==> src/rtl/demux_seq_pkg.sv <==
// Shared definitions for the 1-to-8 demux frame sequencer and its bench:
// channel geometry, FSM states and the demux select encoding.
package demux_seq_pkg;

  localparam int N_CH = 8;
  localparam int CH_W = 3;

  typedef enum logic {
    ST_IDLE,
    ST_SHIFT
  } state_e;

  // The demux treats sel[0] as its MSB, so the channel index is bit-reversed.
  function automatic logic [CH_W-1:0] ch_to_sel(input logic [CH_W-1:0] ch);
    return {ch[0], ch[1], ch[2]};
  endfunction

endpackage

==> src/rtl/demux_frame_sequencer.sv <==
// Serialises one 8-bit frame per handshake onto the demux D/sel/EN inputs.
// Build option DEMUX_SEQ_MSB_FIRST_EN delivers channels 7..0 instead of 0..7.
module demux_frame_sequencer
  import demux_seq_pkg::*;
(
  input  logic            clk,
  input  logic            rst_n,
  input  logic            in_valid,
  output logic            in_ready,
  input  logic [N_CH-1:0] in_data,
  input  logic            hold,
  output logic            D,
  output logic [CH_W-1:0] sel,
  output logic            EN,
  output logic            busy,
  output logic            done
);

`ifdef DEMUX_SEQ_MSB_FIRST_EN
  localparam logic [CH_W-1:0] CH_FIRST = CH_W'(N_CH - 1);
  localparam logic [CH_W-1:0] CH_LAST  = '0;
`else
  localparam logic [CH_W-1:0] CH_FIRST = '0;
  localparam logic [CH_W-1:0] CH_LAST  = CH_W'(N_CH - 1);
`endif

  state_e            state_q, state_d;
  logic [CH_W-1:0]   ch_q, ch_d;
  logic [N_CH-1:0]   frm_q, frm_d;
  logic              d_q, d_d;
  logic [CH_W-1:0]   sel_q, sel_d;
  logic              en_q, en_d;
  logic              busy_q, busy_d;
  logic              done_q, done_d;

  logic [CH_W-1:0]   ch_nxt;
  logic              last_free;
  logic              accept;

`ifdef DEMUX_SEQ_MSB_FIRST_EN
  assign ch_nxt = ch_q - CH_W'(1);
`else
  assign ch_nxt = ch_q + CH_W'(1);
`endif

  // ch_q is the channel currently on the outputs; a frame ends when the last
  // channel is showing and no stall is requested, which is also the only
  // point in SHIFT where the next frame may be taken.
  assign last_free = (state_q == ST_SHIFT) && (ch_q == CH_LAST) && !hold;
  assign in_ready  = (state_q == ST_IDLE) || last_free;
  assign accept    = in_valid && in_ready;

  always_comb begin
    state_d = state_q;
    ch_d    = ch_q;
    frm_d   = frm_q;
    d_d     = 1'b0;
    sel_d   = sel_q;
    en_d    = 1'b0;
    busy_d  = busy_q;
    done_d  = 1'b0;

    unique case (state_q)
      ST_IDLE: begin
        sel_d  = '0;
        busy_d = 1'b0;
        if (accept) begin
          state_d = ST_SHIFT;
          ch_d    = CH_FIRST;
          frm_d   = in_data;
          d_d     = in_data[CH_FIRST];
          sel_d   = ch_to_sel(CH_FIRST);
          en_d    = 1'b1;
          busy_d  = 1'b1;
        end
      end

      ST_SHIFT: begin
        busy_d = 1'b1;
        if (hold) begin
          sel_d = sel_q;
        end else if (ch_q == CH_LAST) begin
          if (accept) begin
            ch_d  = CH_FIRST;
            frm_d = in_data;
            d_d   = in_data[CH_FIRST];
            sel_d = ch_to_sel(CH_FIRST);
            en_d  = 1'b1;
          end else begin
            state_d = ST_IDLE;
            ch_d    = '0;
            sel_d   = '0;
            busy_d  = 1'b0;
          end
        end else begin
          ch_d   = ch_nxt;
          d_d    = frm_q[ch_nxt];
          sel_d  = ch_to_sel(ch_nxt);
          en_d   = 1'b1;
          done_d = (ch_nxt == CH_LAST);
        end
      end

      default: begin
        state_d = ST_IDLE;
        ch_d    = '0;
        sel_d   = '0;
        busy_d  = 1'b0;
      end
    endcase
  end

  always_ff @(posedge clk) begin
    if (!rst_n) begin
      state_q <= ST_IDLE;
      ch_q    <= '0;
      frm_q   <= '0;
      d_q     <= 1'b0;
      sel_q   <= '0;
      en_q    <= 1'b0;
      busy_q  <= 1'b0;
      done_q  <= 1'b0;
    end else begin
      state_q <= state_d;
      ch_q    <= ch_d;
      frm_q   <= frm_d;
      d_q     <= d_d;
      sel_q   <= sel_d;
      en_q    <= en_d;
      busy_q  <= busy_d;
      done_q  <= done_d;
    end
  end

  assign D    = d_q;
  assign sel  = sel_q;
  assign EN   = en_q;
  assign busy = busy_q;
  assign done = done_q;

endmodule

==> config.mk <==
export PLATFORM = sky130hd
export DESIGN_NAME = demux_frame_sequencer
export DESIGN_NICKNAME = d
export VERILOG_FILES = /design/src/rtl/demux_seq_pkg.sv /design/src/rtl/demux_frame_sequencer.sv
export SDC_FILE = /design/constraint.sdc
export NUM_CORES = 1
export LEC_CHECK = 0
export BUFFER_PORTS_ARGS = -buffer_cell sky130_fd_sc_hd__buf_2
export CAP_MARGIN = 20
export CORE_ASPECT_RATIO = 0.9
export CORE_MARGIN = 2
export CORE_UTILIZATION = 50
export DETAILED_ROUTE_END_ITERATION = 16
export GPL_TIMING_DRIVEN = 0
export PLACE_DENSITY = 0.76
export SYNTH_ARGS = -nofsm -noshare
export SYNTH_HDL_FRONTEND = slang
export SYNTH_SLANG_ARGS = --single-unit
==> constraint.sdc <==
create_clock -name clk -period 5.15 [get_ports clk]
set_clock_uncertainty 0.05 [all_clocks]
set_input_delay 1.03 -clock clk [delete_from_list [all_inputs] [get_ports clk]]
set_output_delay 1.03 -clock clk [all_outputs]
set_load 0.05 [all_outputs]
==> out/qor.tcl, run 1 <==
set qor(tritoncts) {done}
set qor(place_area_um2) 928
set qor(final_cell_count_no_fill) 126
set qor(post_cts.repair.setup_buffers) 0
set qor(grt_pass1_vias) 630
set qor(final_core_util_pct) 65.2
set qor(cts-root-to-sink-buffers) 2
set qor(critical_path.startpoint_type) {input pin}
set qor(dieArea_mm2) 0.00196
set qor(numClockSinks) 18
set qor(final-setup-viol-count) 0
set qor(cts_htree_levels) 1
set qor(ys_seq_area_share_pct) 44.4
set qor(path_max_fanout) 9
set qor(clkSlewWorstSetupHoldPaths_ns) 0.10
set qor(critical-path-slowest-cell) {sky130_fd_sc_hd__buf_2}
set qor(layout-drive-gt1-share_pct) 27.9
set qor(most_frequent_cells_in_the_layout) {sky130_fd_sc_hd__dfxtp_1 (18), sky130_fd_sc_hd__buf_2 (18), sky130_fd_sc_hd__nor2b_1 (12), sky130_fd_sc_hd__mux2i_1 (10), sky130_fd_sc_hd__nor2_1 (7)}
set qor(combinational_family_with_the_most_area_after_synthesis) {simple AND/OR/NAND/NOR gates}
set qor(grt_setup_unrepaired) {false}
set qor(clkLatencyLatePin_ns) 0.29
set qor(static-leakage-power_nw) 0.410
set qor(row_count) 13
set qor(total_via_count_in_the_routed_design) 630
set qor(pre_cts_setup_slack_ns) 2.47
set qor(crit_chain) {buf_6 -> nand2b_4 -> nand2_1 -> buf_2}
set qor(wirelength_um) 1480
set qor(postLayoutSetupSlackWorst_ns) 2.47
set qor(postCtsHoldBufs) 0
set qor(drt-wirelength-per-cell_um) 11.8
set qor(die_width_um) 46.4
set qor(synth.cell_area_um2) 811
set qor(drt_first_iter_violations) 5
set qor(crit_arrival_ns) 1.60
set qor(grt_pass1_wl_um) 2570
set qor(synth_fp_nets) 97
set qor(antenna_cells) 0
set qor(synth_fa_ha_area_share_pct) 4.63
set qor(syn-instance-count) 82
set qor(avgViaCountPerCell) 5.00
set qor(syn_avg_cell_area_um2) 9.89
set qor(vdd.ir_drop.worst_uv) 260
set qor(multi_input_area_um2) 409
set qor(synth_mux_area_share_pct) 15.1
set qor(gp_congestion) 0.801
set qor(initial_core_util_pct) 54.8
set qor(timing_max_transition_violations_final) 0
set qor(finalSetupTns_ns) 0
set qor(final_area_um2) 965
set qor(drc) 0
set qor(io_buffer_count) 18
set qor(fmax_mhz) 372
set qor(drt.antenna.violating_nets) 0
set qor(path_class) {in -> out}
set qor(core_area_mm2) 0.00148
set qor(cts.repair.resized) 0
set qor(firstDrtPassIters) 4
set qor(layout.nets) 120
set qor(finalCritPeriodShare_pct) 52.1
set qor(flow.area_growth_from_synthesis_pct) 19.0
set qor(power.density_cell_area_mw_per_mm2) 291
set qor(synth_compound_gate_area_share_pct) 8.80
set qor(synth_top_cells_by_area) {sky130_fd_sc_hd__dfxtp_1 (44%), sky130_fd_sc_hd__mux2i_1 (12%), sky130_fd_sc_hd__nor2b_1 (9.3%), sky130_fd_sc_hd__ha_1 (4.6%), sky130_fd_sc_hd__a21oi_1 (3.7%)}
set qor(hpwl_um) 1110
set qor(fillerInstances) 130
set qor(synthDominantAreaCellType) {sky130_fd_sc_hd__dfxtp_1}
set qor(grt_antenna_before_repair) 0
set qor(io-pin-count) 20
set qor(period_minus_slack_ns) 2.68
set qor(tritoncts_buffers) 3
set qor(max-cap-violations) 0
set qor(ys_warn_count) 0
set qor(globalRouteOverflowTotal) 0
set qor(slowest_delay_ns) 0.26
set qor(dp_cells) 122
set qor(hold_path.class) {reg -> reg}
set qor(synthSimpleGateAreaFrac_pct) 21.9
set qor(regArea_um2) 360
set qor(synthXorXnorAreaFrac_pct) 0
set qor(synth.ff_latch_count) 18
set qor(worstPathRequired_ns) 4.07
set qor(synth_top_area_share_pct) 44.4
set qor(die_height_um) 42.2
set qor(final_report_hold_violation_count) 0
set qor(number_of_different_library_cells_in_the_post_synthesis_netlist) 24
set qor(cts_root_buffer) {sky130_fd_sc_hd__clkbuf_4}
set qor(max_slew.worst_pin.slew_ns) 0.356
set qor(grt.total_usage_pct) 18.0
set qor(run_status) {complete, no violations}
set qor(relSlewSlack_pct) 76.3
set qor(pin_count_of_the_biggest_net_entering_global_routing) 11
set qor(setup.worst_path.end_class) {primary output}
layer usage:
metal  vias to the layer above  track usage (%)  routed length (um)
met5                         -                0                   0
met4                         0             6.86                  14
met3                         2             6.47                  55
met2                        12             26.7                 673
met1                       292             23.3                 740
li1                        324                -                   -
metrics by stage:
stage,hold WS [ns],power (mW)
3_3_place_gp,0.392,0.195
5_1_grt,0.467,0.294
3_5_place_dp,0.409,0.196
4_1_cts,0.423,0.281
6_report,0.424,0.280
2_1_floorplan,0.427,0.184
registers in the layout, indices dropped and copies added, names as in the netlist:
| register | cells |
|---|---|
| busy | 1 |
| ch_q | 3 |
| frm_q | 8 |
| sel | 3 |
| done | 1 |
| D | 1 |
| EN | 1 |
logic make-up after synthesis:
family                   count (synthesis)
AO/OA/AOI/OAI                           11
adder cells (fa/ha/maj)                  3
buffers and inverters                    6
flip-flops                              18
multiplexers                            11
AND/OR/NAND/NOR                         33
cell usage after synthesis, drive strengths merged:
| master | number |
|---|---|
| mux2i | 10 |
| dfxtp | 18 |
| nor2b | 12 |
| inv | 2 |
| o21ai | 1 |
| a22oi | 1 |
| nand2b | 2 |
| ha | 3 |
| nor3 | 3 |
| nor3b | 1 |
| mux4 | 1 |
| nand3 | 1 |
| nor2 | 7 |
| buf | 3 |
| a2bb2oi | 1 |
| a21oi | 6 |
| nand2 | 6 |
| clkbuf | 1 |
| nor4 | 1 |
| a21boi | 1 |
| a311oi | 1 |
power by group:
| group | internal (mW) | switching [mW] |
|---|---|---|
| logic | 0.0182 | 0.0248 |
| clock network | 0.0431 | 0.0450 |
| registers | 0.145 | 0.00386 |
| total | 0.207 | 0.0737 |
final timing paths:
| path | startpoint | endpoint | slack, ns | cells past startpoint |
|---|---|---|---|---|
| setup / recovery | hold | in_ready | 2.47 | 4 |
| hold / removal | sel[0] | sel[0] | 0.42 | 2 |
| hold reg to reg | sel[0] | sel[0] | 0.42 | 2 |
| setup reg to reg | ch_q[1] | D | 3.43 | 5 |
critical path: cells and delay by family:
kind | cells | cell delay, ns
buf+inv | 2 | 0.37
simple gates | 2 | 0.20
cell type report:
type	instances	area share [%]
flip-flops and latches	18	37.4
clock buffers	4	3.76
well taps	22	2.85
plain buffers	4	3.50
multi-input cells	58	42.4
repair buffers	18	9.34
inverters	2	0.778
(Power assumes the default switching activity.)
==> inputs of run 2 (changes only) <==
--- a/config.mk
+++ b/config.mk
@@ -9,10 +9,10 @@
 export CAP_MARGIN = 20
 export CORE_ASPECT_RATIO = 0.9
 export CORE_MARGIN = 2
-export CORE_UTILIZATION = 50
+export CORE_UTILIZATION = 45
 export DETAILED_ROUTE_END_ITERATION = 16
 export GPL_TIMING_DRIVEN = 0
-export PLACE_DENSITY = 0.76
+export PLACE_DENSITY = 0.72
 export SYNTH_ARGS = -nofsm -noshare
 export SYNTH_HDL_FRONTEND = slang
 export SYNTH_SLANG_ARGS = --single-unit
==> constraint.sdc (replaced) <==
create_clock -name clk -period 2.34 [get_ports clk]
set_clock_uncertainty 0.05 [all_clocks]
set_input_delay 0.468 -clock clk [delete_from_list [all_inputs] [get_ports clk]]
set_output_delay 0.468 -clock clk [all_outputs]
set_load 0.05 [all_outputs]
==> run 2 against run 1 <==
Against the previous run: sequential share of layout area fell by 0.097 points; utilization fell by 7.7 points; highest routed layer unchanged; combinational power rose by 120%; largest power group unchanged; routed wire length fell by 7.1%; critical path type is now reg -> out; sequential power rose by 120%.
==> out/qor.tcl, run 2 (synthesized netlist as in run 1, its figures left out) <==
set qor(die_width_um) 48.7 ;# was 46.4 um
set qor(timing.critical_path.mode_cell) {sky130_fd_sc_hd__ha_1}
set qor(flow.area_growth_from_synthesis_pct) 19.3 ;# was 19.0%
set qor(initial_core_util_pct) 48.2 ;# was 54.8%
set qor(drc) 0 ;# unchanged
set qor(power.density_cell_area_mw_per_mm2) 633 ;# was 291 mW/mm^2
set qor(path_max_fanout) 5 ;# was 9
set qor(core_area_mm2) 0.00168 ;# was 0.00148 mm^2
set qor(tritoncts_buffers) 3 ;# unchanged
set qor(clkLatencyLatePin_ns) 0.29 ;# about the same
set qor(pin_count_of_the_biggest_net_entering_global_routing) 11 ;# unchanged
set qor(firstDrtPassIters) 4 ;# unchanged
set qor(tritoncts) {done} ;# unchanged
set qor(power.internal_uw) 455 ;# was 207 uW
set qor(sequentialPowerShare_pct) 53.6 ;# was 53.2%
set qor(path_buf_inv) 1 ;# was 2
set qor(cts-root-to-sink-buffers) 2 ;# unchanged
set qor(antenna_cells) 0 ;# unchanged
set qor(reg2reg_to) {D} ;# unchanged
set qor(critical_path_cell_count) 5 ;# was 4
set qor(cts.repair.resized) 0 ;# unchanged
set qor(io-pin-count) 20 ;# unchanged
set qor(worstPathRequired_ns) 1.82 ;# was 4.07 ns
set qor(timing_max_transition_violations_final) 0 ;# unchanged
set qor(cts_root_buffer) {sky130_fd_sc_hd__clkbuf_4} ;# unchanged
set qor(grt_antenna_before_repair) 0 ;# unchanged
set qor(number_of_flip_flops_under_the_largest_register_name) 8 ;# unchanged
set qor(crit_arrival_ns) 1.55 ;# was 1.60 ns
set qor(hold_depth) 3 ;# was 2
set qor(die_height_um) 44.3 ;# was 42.2 um
set qor(avgViaCountPerCell) 4.81 ;# was 5.00
set qor(power_frac_comb_pct) 15.4 ;# was 15.3%
set qor(static-leakage-power_nw) 0.410 ;# unchanged
set qor(max_slew.worst_pin.slew_ns) 0.357 ;# was 0.356 ns
set qor(gp_congestion) 0.737 ;# was 0.801
set qor(final_report_hold_violation_count) 0 ;# unchanged
set qor(total_power_uw) 613 ;# was 280 uW
set qor(setup.worst_path.end_class) {primary output} ;# unchanged
set qor(grt.total_usage_pct) 14.1 ;# was 18.0%
set qor(vdd.ir_drop.worst_uv) 316 ;# was 260 uV
set qor(grt_pass1_vias) 556 ;# was 630
set qor(clkSlewWorstSetupHoldPaths_ns) 0.10 ;# about the same
set qor(postCtsHoldBufs) 0 ;# unchanged
set qor(reg2reg_from) {ch_q[1]} ;# unchanged
set qor(drt.antenna.violating_nets) 0 ;# unchanged
set qor(max-cap-violations) 0 ;# unchanged
set qor(numClockSinks) 18 ;# unchanged
set qor(period_minus_slack_ns) 2.07
set qor(row_count) 14 ;# was 13
set qor(reg2reg_slack_ns) 0.63 ;# was 3.43 ns
set qor(drt_first_iter_violations) 6 ;# was 5
set qor(total_via_count_in_the_routed_design) 616 ;# was 630
set qor(power_frac_clock_pct) 31.0 ;# was 31.4%
set qor(dieArea_mm2) 0.00216 ;# was 0.00196 mm^2
set qor(finalCritPeriodShare_pct) 88.3
set qor(final-setup-viol-count) 0 ;# unchanged
set qor(power.share.switching_pct) 25.7 ;# was 26.3%
set qor(run_status) {complete, no violations} ;# unchanged
set qor(fmax_mhz) 484
set qor(critical_path.startpoint_type) {flop} ;# was input pin
set qor(min-delay-start) {in_data[1]} ;# was sel[0]
set qor(path_class) {reg -> out} ;# was in -> out
set qor(hpwl_um) 1060 ;# was 1110 um
set qor(switchingPower_uw) 158 ;# was 73.7 uW
set qor(cts_htree_levels) 1 ;# unchanged
set qor(crit_chain) {ha_1 -> ha_1 -> nand2b_4 -> nand2_1 -> buf_2} ;# was buf_6 -> nand2b_4 -> nand2_1 -> buf_2
set qor(grt_pass1_wl_um) 2280 ;# was 2570 um
set qor(globalRouteOverflowTotal) 0 ;# unchanged
set qor(wirelength_um) 1380 ;# was 1480 um
set qor(io_buffer_count) 18 ;# unchanged
set qor(post_cts.repair.setup_buffers) 0 ;# unchanged
set qor(holdPathEnd) {frm_q[1]} ;# was sel[0]
set qor(finalSetupTns_ns) 0 ;# unchanged
set qor(drt-wirelength-per-cell_um) 10.8 ;# was 11.8 um
set qor(slowest_delay_ns) 0.38 ;# was 0.26 ns
set qor(relSlewSlack_pct) 76.2 ;# was 76.3%
set qor(worst-r2r-cell-count) 5 ;# unchanged
set qor(hold_path.class) {in -> reg} ;# was reg -> reg
set qor(critical-path-slowest-cell) {sky130_fd_sc_hd__dfxtp_1} ;# was sky130_fd_sc_hd__buf_2
set qor(layout.nets) 120 ;# unchanged
set qor(layout-drive-gt1-share_pct) 27.9 ;# unchanged
set qor(registers.top_by_ff_count) {frm_q} ;# unchanged
set qor(most_frequent_cells_in_the_layout) {sky130_fd_sc_hd__dfxtp_1 (18), sky130_fd_sc_hd__buf_2 (18), sky130_fd_sc_hd__nor2b_1 (12), sky130_fd_sc_hd__mux2i_1 (10), sky130_fd_sc_hd__nor2_1 (7)} ;# unchanged
set qor(grt_setup_unrepaired) {false} ;# unchanged
set qor(critPathTopFamily) {adder cells} ;# was buffers and inverters
[run 2: cell type report]
type                            instances  area [um^2]
Multi-Input combinational cell         58          409
Timing Repair Buffer                   18         90.1
Tap cell                               24         30.0
Fill cell                             164          714
Sequential cell                        18          360
Inverter                                2         7.51
Clock buffer                            4         36.3
Buffer                                  4         33.8
[run 2: power groups by stage]
stage               combinational [mW]  sequential [mW]  clock [mW]
global placement                0.0933            0.335           0
CTS                             0.0947            0.329       0.192
floorplan                       0.0553            0.350           0
detailed placement              0.0945            0.336           0
global route                     0.103            0.331       0.207
finish                          0.0941            0.328       0.190
[run 2: per-stage QoR]
step | hold WS [ns] | area (um^2) | util, % | std cells | setup WS (ns)
detailed placement | 0.395 | 931 | 55.4 | 124 | 0.604
global placement | 0.392 | 931 | 55.4 | 124 | 0.627
finish | 0.373 | 967 | 57.5 | 128 | 0.273
floorplan | 0.427 | 811 | - | 82 | 0.587
global route | 0.380 | 967 | 57.5 | 128 | 0.197
CTS | 0.378 | 967 | 57.5 | 128 | 0.268
[run 2: per-layer routing]
layer	part of all wire [%]	vias up	wire length, um	track usage [%]
met5	0	-	0	0
met1	51	276	708	19.2
met4	1.5	0	21	6.86
li1	-	325	-	-
met3	4.0	3	55	3.04
met2	43	12	594	21.4
[run 2: worst register-to-register path, cell delays in order, from the launching register on]
cell and delay, ns:
sky130_fd_sc_hd__dfxtp_1 0.35, sky130_fd_sc_hd__ha_1 0.20, sky130_fd_sc_hd__ha_1 0.35, sky130_fd_sc_hd__mux4_2 0.51
sky130_fd_sc_hd__nand2_1 0.08, sky130_fd_sc_hd__a311oi_1 0.07
[run 2: worst max path at each step]
stage	slack (ns)	startpoint	end
after floorplan	0.59	busy	in_ready
after global placement	0.63	ch_q[1]	in_ready
after detailed placement	0.60	ch_q[1]	in_ready
after CTS	0.27	ch_q[1]	in_ready
after global routing	0.20	ch_q[1]	in_ready
final	0.27	ch_q[1]	in_ready
